## config.mk

```make
export PLATFORM = sky130hd
export DESIGN_NAME = id_ex_skid_reg_flat
export DESIGN_NICKNAME = d
export VERILOG_FILES = /design/src/rtl/id_ex_skid_reg_if.sv /design/src/rtl/id_ex_skid_reg.sv /design/src/flat_wrapper.sv
export SDC_FILE = /design/constraint.sdc
export NUM_CORES = 1
export LEC_CHECK = 0
export BUFFER_PORTS_ARGS = -buffer_cell sky130_fd_sc_hd__buf_2
export CORE_MARGIN = 1
export CORE_UTILIZATION = 50
export CTS_CLUSTER_DIAMETER = 120
export DETAILED_ROUTE_END_ITERATION = 6
export PLACE_DENSITY = 0.77
export SYNTH_ARGS = -nofsm -noshare
export SYNTH_HDL_FRONTEND = slang
export SYNTH_SLANG_ARGS = --single-unit
```

## constraint.sdc

```tcl
create_clock -name clk -period 1.55 [get_ports clk]
set_clock_uncertainty 0.1 [all_clocks]
set_input_delay 0.155 -clock clk [delete_from_list [all_inputs] [get_ports clk]]
set_output_delay 0.155 -clock clk [all_outputs]
set_load 0.03 [all_outputs]
```

## src/rtl/id_ex_skid_reg_if.sv

```systemverilog
`default_nettype none
// =============================================================================
// Module  : id_ex_skid_reg_if
// Brief   : Decode-to-execute handshake, payload and counter bundle
// Revision: 1.0 - initial release
// =============================================================================
interface id_ex_skid_reg_if #(
    parameter int DATA_W  = 64,
    parameter int RD_W    = 2,
    parameter int ADDR_W  = 8,
    parameter int ALUOP_W = 4,
    parameter int CNT_W   = 16
);
    logic               flush;

    logic               in_valid;
    logic               in_ready;
    logic [DATA_W-1:0]  rs_data_in;
    logic [DATA_W-1:0]  rt_data_in;
    logic [RD_W-1:0]    rd_in;
    logic [ADDR_W-1:0]  address_in;
    logic               WRegEn_in;
    logic               WMemEn_in;
    logic               MemToReg_in;
    logic [ALUOP_W-1:0] ALUOp_in;

    logic               out_valid;
    logic               out_ready;
    logic [DATA_W-1:0]  rs_data_out;
    logic [DATA_W-1:0]  rt_data_out;
    logic [RD_W-1:0]    rd_out;
    logic [ADDR_W-1:0]  address_out;
    logic               WRegEn_out;
    logic               WMemEn_out;
    logic               MemToReg_out;
    logic [ALUOP_W-1:0] ALUOp_out;

    logic [CNT_W-1:0]   stall_cnt;
    logic [CNT_W-1:0]   flush_cnt;

    // Pipeline-register side
    modport slave (
        input  flush,
        input  in_valid, rs_data_in, rt_data_in, rd_in, address_in,
        input  WRegEn_in, WMemEn_in, MemToReg_in, ALUOp_in,
        output in_ready,
        output out_valid, rs_data_out, rt_data_out, rd_out, address_out,
        output WRegEn_out, WMemEn_out, MemToReg_out, ALUOp_out,
        input  out_ready,
        output stall_cnt, flush_cnt
    );

    // Decode/execute environment side
    modport master (
        output flush,
        output in_valid, rs_data_in, rt_data_in, rd_in, address_in,
        output WRegEn_in, WMemEn_in, MemToReg_in, ALUOp_in,
        input  in_ready,
        input  out_valid, rs_data_out, rt_data_out, rd_out, address_out,
        input  WRegEn_out, WMemEn_out, MemToReg_out, ALUOp_out,
        output out_ready,
        input  stall_cnt, flush_cnt
    );
endinterface
`default_nettype wire

```

## src/rtl/id_ex_skid_reg.sv

```systemverilog
`default_nettype none
// =============================================================================
// Module  : id_ex_skid_reg
// Brief   : ID/EX pipeline register with 2-entry skid buffer, flush and
//           bubble gating. Define ID_EX_PERF_CNT_EN to build stall/flush
//           performance counters; otherwise they read as zero.
// Revision: 1.0 - initial release
// =============================================================================
module id_ex_skid_reg #(
    parameter int DATA_W  = 64,
    parameter int RD_W    = 2,
    parameter int ADDR_W  = 8,
    parameter int ALUOP_W = 4,
    parameter int CNT_W   = 16
) (
    input  logic                  clk,
    input  logic                  reset,
    id_ex_skid_reg_if.slave       bus
);

    typedef struct packed {
        logic [DATA_W-1:0]  rs;
        logic [DATA_W-1:0]  rt;
        logic [RD_W-1:0]    rd;
        logic [ADDR_W-1:0]  addr;
        logic               wreg;
        logic               wmem;
        logic               mem2reg;
        logic [ALUOP_W-1:0] aluop;
    } beat_t;

    beat_t in_beat;
    beat_t main_beat;
    beat_t skid_beat;
    logic  main_valid;
    logic  skid_valid;
    logic  in_ready;
    logic  accept;
    logic  drain;

    assign in_beat.rs      = bus.rs_data_in;
    assign in_beat.rt      = bus.rt_data_in;
    assign in_beat.rd      = bus.rd_in;
    assign in_beat.addr    = bus.address_in;
    assign in_beat.wreg    = bus.WRegEn_in;
    assign in_beat.wmem    = bus.WMemEn_in;
    assign in_beat.mem2reg = bus.MemToReg_in;
    assign in_beat.aluop   = bus.ALUOp_in;

    // in_ready depends only on skid occupancy, so out_ready never reaches it
    assign in_ready = ~skid_valid;
    assign accept   = bus.in_valid & in_ready & ~bus.flush;
    assign drain    = main_valid & bus.out_ready;

    always_ff @(posedge clk) begin
        if (reset) begin
            main_valid <= 1'b0;
            skid_valid <= 1'b0;
            main_beat  <= '0;
            skid_beat  <= '0;
        end else if (bus.flush) begin
            main_valid <= 1'b0;
            skid_valid <= 1'b0;
        end else if (skid_valid) begin
            if (drain) begin
                main_beat  <= skid_beat;
                skid_valid <= 1'b0;
            end
        end else if (!main_valid || drain) begin
            main_valid <= accept;
            if (accept) begin
                main_beat <= in_beat;
            end
        end else if (accept) begin
            skid_beat  <= in_beat;
            skid_valid <= 1'b1;
        end
    end

    assign bus.in_ready     = in_ready;
    assign bus.out_valid    = main_valid;
    assign bus.rs_data_out  = main_beat.rs;
    assign bus.rt_data_out  = main_beat.rt;
    assign bus.rd_out       = main_beat.rd;
    assign bus.address_out  = main_beat.addr;
    assign bus.MemToReg_out = main_beat.mem2reg;
    assign bus.ALUOp_out    = main_beat.aluop;
    // Write enables are masked so stale data in an empty slot cannot commit
    assign bus.WRegEn_out   = main_beat.wreg & main_valid;
    assign bus.WMemEn_out   = main_beat.wmem & main_valid;

`ifdef ID_EX_PERF_CNT_EN
    logic [CNT_W-1:0] stall_cnt;
    logic [CNT_W-1:0] flush_cnt;
    logic [1:0]       flush_n;
    logic [CNT_W:0]   flush_sum;

    assign flush_n   = {1'b0, main_valid} + {1'b0, skid_valid}
                     + {1'b0, bus.in_valid & in_ready};
    assign flush_sum = {1'b0, flush_cnt} + {{(CNT_W-1){1'b0}}, flush_n};

    always_ff @(posedge clk) begin
        if (reset) begin
            stall_cnt <= '0;
            flush_cnt <= '0;
        end else begin
            if (main_valid && !bus.out_ready && !bus.flush && (stall_cnt != '1)) begin
                stall_cnt <= stall_cnt + CNT_W'(1);
            end
            if (bus.flush) begin
                flush_cnt <= flush_sum[CNT_W] ? '1 : flush_sum[CNT_W-1:0];
            end
        end
    end

    assign bus.stall_cnt = stall_cnt;
    assign bus.flush_cnt = flush_cnt;
`else
    assign bus.stall_cnt = {CNT_W{1'b0}};
    assign bus.flush_cnt = {CNT_W{1'b0}};
`endif

endmodule
`default_nettype wire

```

## src/flat_wrapper.sv

```systemverilog
// flat-port wrapper written by rule: the top's interface ports become plain ports
module id_ex_skid_reg_flat 
#(
    parameter int DATA_W  = 64,
    parameter int RD_W    = 2,
    parameter int ADDR_W  = 8,
    parameter int ALUOP_W = 4,
    parameter int CNT_W   = 16
)
  (clk, reset, bus_flush, bus_in_valid, bus_rs_data_in, bus_rt_data_in, bus_rd_in, bus_address_in, bus_WRegEn_in, bus_WMemEn_in, bus_MemToReg_in, bus_ALUOp_in, bus_in_ready, bus_out_valid, bus_rs_data_out, bus_rt_data_out, bus_rd_out, bus_address_out, bus_WRegEn_out, bus_WMemEn_out, bus_MemToReg_out, bus_ALUOp_out, bus_out_ready, bus_stall_cnt, bus_flush_cnt);
  id_ex_skid_reg_if #(.DATA_W(DATA_W), .RD_W(RD_W), .ADDR_W(ADDR_W), .ALUOP_W(ALUOP_W), .CNT_W(CNT_W)) bus_i ();
  input  logic clk;
  input  logic reset;
  input wire logic [$bits(bus_i.flush)-1:0] bus_flush;
  input wire logic [$bits(bus_i.in_valid)-1:0] bus_in_valid;
  input wire logic [$bits(bus_i.rs_data_in)-1:0] bus_rs_data_in;
  input wire logic [$bits(bus_i.rt_data_in)-1:0] bus_rt_data_in;
  input wire logic [$bits(bus_i.rd_in)-1:0] bus_rd_in;
  input wire logic [$bits(bus_i.address_in)-1:0] bus_address_in;
  input wire logic [$bits(bus_i.WRegEn_in)-1:0] bus_WRegEn_in;
  input wire logic [$bits(bus_i.WMemEn_in)-1:0] bus_WMemEn_in;
  input wire logic [$bits(bus_i.MemToReg_in)-1:0] bus_MemToReg_in;
  input wire logic [$bits(bus_i.ALUOp_in)-1:0] bus_ALUOp_in;
  output wire logic [$bits(bus_i.in_ready)-1:0] bus_in_ready;
  output wire logic [$bits(bus_i.out_valid)-1:0] bus_out_valid;
  output wire logic [$bits(bus_i.rs_data_out)-1:0] bus_rs_data_out;
  output wire logic [$bits(bus_i.rt_data_out)-1:0] bus_rt_data_out;
  output wire logic [$bits(bus_i.rd_out)-1:0] bus_rd_out;
  output wire logic [$bits(bus_i.address_out)-1:0] bus_address_out;
  output wire logic [$bits(bus_i.WRegEn_out)-1:0] bus_WRegEn_out;
  output wire logic [$bits(bus_i.WMemEn_out)-1:0] bus_WMemEn_out;
  output wire logic [$bits(bus_i.MemToReg_out)-1:0] bus_MemToReg_out;
  output wire logic [$bits(bus_i.ALUOp_out)-1:0] bus_ALUOp_out;
  input wire logic [$bits(bus_i.out_ready)-1:0] bus_out_ready;
  output wire logic [$bits(bus_i.stall_cnt)-1:0] bus_stall_cnt;
  output wire logic [$bits(bus_i.flush_cnt)-1:0] bus_flush_cnt;
  assign bus_i.flush = bus_flush;
  assign bus_i.in_valid = bus_in_valid;
  assign bus_i.rs_data_in = bus_rs_data_in;
  assign bus_i.rt_data_in = bus_rt_data_in;
  assign bus_i.rd_in = bus_rd_in;
  assign bus_i.address_in = bus_address_in;
  assign bus_i.WRegEn_in = bus_WRegEn_in;
  assign bus_i.WMemEn_in = bus_WMemEn_in;
  assign bus_i.MemToReg_in = bus_MemToReg_in;
  assign bus_i.ALUOp_in = bus_ALUOp_in;
  assign bus_in_ready = bus_i.in_ready;
  assign bus_out_valid = bus_i.out_valid;
  assign bus_rs_data_out = bus_i.rs_data_out;
  assign bus_rt_data_out = bus_i.rt_data_out;
  assign bus_rd_out = bus_i.rd_out;
  assign bus_address_out = bus_i.address_out;
  assign bus_WRegEn_out = bus_i.WRegEn_out;
  assign bus_WMemEn_out = bus_i.WMemEn_out;
  assign bus_MemToReg_out = bus_i.MemToReg_out;
  assign bus_ALUOp_out = bus_i.ALUOp_out;
  assign bus_i.out_ready = bus_out_ready;
  assign bus_stall_cnt = bus_i.stall_cnt;
  assign bus_flush_cnt = bus_i.flush_cnt;
  id_ex_skid_reg #(.DATA_W(DATA_W), .RD_W(RD_W), .ADDR_W(ADDR_W), .ALUOP_W(ALUOP_W), .CNT_W(CNT_W)) u_core (.clk(clk), .reset(reset), .bus(bus_i));
endmodule
```

==> qor.txt <==
first-pass GRT wire length -> 59700 um
Die Wd -> 180 um
CP Data Required Time -> 1.84 ns
Cell Area, Synth -> 15800 um^2
Initial Util -> 51.3%
DRC -> 0
Yosys top cell by area -> dfxtp_1
failing checks -> negative hold slack, negative setup slack
Pleak -> 0.00869 uW
Tcrit/Tclk final -> 108%
Seq/Total Area, Yosys -> 36.9%
Finished Core Util -> 66.4%
unrepaired setup endpoints after global routing -> yes
synthesized-area fraction occupied by adder cells -> 0%
row count -> 64
Compound-Gate Fraction of Synth Area -> 0.197%
top cells by area, synth -> dfxtp_1 37%, mux2i_1 18%, nand2b_1 11%
switching share of power -> 25.3%
buffers and inverters on the worst path -> 2
delay of the slowest cell on the worst path -> 0.35 ns
YS warnings -> 0
cts bufs inserted -> 34
Reg power frac -> 41.3%
fin worst setup slack -> -0.126 ns
P per Cell Area -> 928 nW/um^2
WL/cell -> 16.6 um
antenna violations before repair -> 4
library cells used by synthesis -> 20
clock power share -> 43.6%
PortBufs -> 296
worst hold endpoint -> u_core.skid_valid$_SDFF_PP0_
largest net degree at the start of global routing -> 75
mux cell area share after synthesis -> 29.8%
status -> complete, but fails checks
main combinational cell family by area after synthesis -> multiplexers
post-synthesis simple-gate area fraction -> 20.9%
Clock transition at path regs -> 0.06 ns
Hold Path Origin -> bus_out_ready
CP delay by family, top -> buffers and inverters
internal power -> 14200 uW
fin crit period -> 1.68 ns
maximum clock frequency -> 597 MHz
cell count after synthesis -> 1609
Reg-to-Reg Start -> u_core.bus.out_valid$_SDFFE_PP0P_
Finish-stage setup viols -> 198
Final Hold Fails -> 1
critical path's slowest cell -> dfxtp_4
vias in the first global route -> 11894
CTS tree -> yes
via count -> 11671
Worst-Skew Late Latency -> 0.50 ns
H-tree depth -> 2
R2R setup slack -> -0.13 ns
Worst VDD drop -> 0.000655 V
GRT overflow -> 0
Worst Setup End Kind -> flop
Final #Nets -> 2073
area grow syn2layout -> 29.6%
placed insts -> 2095
Startpoint Class -> flop
kind of critical path -> reg2reg
RR Endpoint -> u_core.bus.rs_data_out[27]$_SDFFE_PP0P_
GRT Total Usage -> 22.4%
Routed Antenna Nets -> 0
initial drt markers -> 548
hold-fix buffers at CTS -> 147
clock sinks -> 292
detailed placement HPWL -> 22200 um
Mean Syn Cell Area -> 9.85 um^2
crit path max fanout -> 16
Top Ports -> 329
Worst Setup SP -> u_core.bus.out_valid$_SDFFE_PP0P_
reg2reg path depth -> 5
DRT Pass-1 Iters -> 5
Fin Setup TNS -> -14.25 ns
Hold Path Stages -> 3
die height -> 180 um
vias per std cell -> 4.97
Max clock buf depth -> 3
XOR/XNOR Fraction of Synth Area -> 0%
Pins Over Slew Limit -> 0
Yosys top cell area share -> 36.9%
Root Buffer -> clkbuf_16
Switching Power -> 4820 uW
WP data arrival -> 1.97 ns
worst min path class -> in2reg
core box area -> 30900 um^2
Fin Hold WS -> -0.0947 ns
Placement Setup Slack -> -0.158 ns
CP cell instances -> and2_4 > o221ai_4 > buf_12 > buf_12 > mux2_2
#FFs+latches synth -> 292
max cap viols -> 0
WL final -> 39000 um
Combinational Power Share -> 15.1%
die area -> 32400 um^2
GPL Wtd Cong -> 0.811
cell repeated most along the worst path -> buf_12
share of cells above drive strength 1 -> 31.0%
non-filler cells, final -> 2347
[what timing repair did]
item | 4_1_cts | 5_1_grt
hold endpoints to repair | 290 | 1
buffers inserted | 15 | 7
resized for setup | 76 | 46
pin swaps | 2 | 1
cloned | 9 | 13
endpoints found under the setup margin | 290 | 291
[metal layers]
layer / track usage, % / up-vias / routed length [um]
li1: - / 5691 / -
met1: 26.6 / 5563 / 16600
met2: 39.8 / 324 / 19400
met3: 4.26 / 91 / 1840
met4: 8.65 / 2 / 1170
met5: 0 / - / 13
[registers in the layout (all words and copies together), names as in the netlist]
signal / count
u_core.bus.address_out: 8
u_core.skid_beat: 145
u_core.bus.rt_data_out: 64
u_core.skid_valid: 1
u_core.bus.MemToReg_out: 1
u_core.bus.rs_data_out: 64
u_core.bus.ALUOp_out: 4
u_core.main_beat: 2
u_core.bus.rd_out: 2
u_core.bus.out_valid: 1
[stage by stage]
stage	total power, uW	area [um^2]
floorplan	10000	16000
global placement	10300	16700
detailed placement	10400	16700
CTS	19100	20100
global route	19800	20500
finish	19000	20500
[final cells by class]
| class | count | area (um^2) |
|---|---|---|
| Antenna cell | 3 | 7.51 |
| Clock buffer | 52 | 1060 |
| Clock inverter | 9 | 106 |
| Fill cell | 2216 | 10400 |
| Inverter | 2 | 7.51 |
| Multi-Input combinational cell | 1058 | 8440 |
| Sequential cell | 292 | 5850 |
| Tap cell | 396 | 495 |
| Timing Repair Buffer | 535 | 4550 |
[worst reg2reg max path: stages (launching register included)]
cell and delay [ns]:
dfxtp_4 0.35, and2_4 0.14, o221ai_4 0.24, buf_12 0.20
buf_12 0.18, mux2_2 0.35
[power by group through the flow]
stage	combinational, uW	sequential [uW]	clock [uW]
2_1_floorplan	2010	7990	0
5_1_grt	3050	7890	8810
4_1_cts	2770	7860	8440
3_3_place_gp	2320	8020	0
3_5_place_dp	2370	8020	0
6_report	2870	7870	8300
[synth_stat cells, drive strengths merged]
cell	number
nand2	1
dfxtp	292
and2	3
inv	2
a2111oi	1
o221ai	1
nor4	1
conb	1
nor2	146
nor2b	145
nand2b	291
a22oi	1
clkbuf	60
mux2i	290
mux2	145
nor3	1
buf	228
[cells in the final DEF (no fill, tap or decap), drive strengths merged]
cell type    count
a2111oi          1
a22oi            1
and2             3
buf            376
bufinv           2
clkbuf          64
clkinv           6
conb            32
dfxtp          292
diode            3
dlygate4sd3    147
inv              3
mux2           145
mux2i          290
nand2            1
nand2b         291
nor2           146
nor2b          145
nor3             1
nor4             1
o221ai           1
[cell families after synthesis]
group / count (synthesis)
AOI/OAI and AO/OA: 3
DFF: 292
other: 1
buffers and inverters: 290
muxes: 435
and+or+nand+nor: 588
[worst max-delay path by stage]
stage | to | slack, ns | depth (start not counted)
6_report | u_core.bus.rs_data_out[27]$_SDFFE_PP0P_ | -0.13 | 5
5_1_grt | u_core.bus.rs_data_out[43]$_SDFFE_PP0P_ | -0.16 | 5
4_1_cts | u_core.bus.rt_data_out[53]$_SDFFE_PP0P_ | -0.13 | 5
3_5_place_dp | u_core.bus.rt_data_out[55]$_SDFFE_PP0P_ | -0.16 | 5
3_3_place_gp | u_core.bus.rt_data_out[55]$_SDFFE_PP0P_ | -0.12 | 5
2_1_floorplan | u_core.bus.rs_data_out[59]$_SDFFE_PP0P_ | -0.05 | 6
Power figures use the tool's default switching activity.
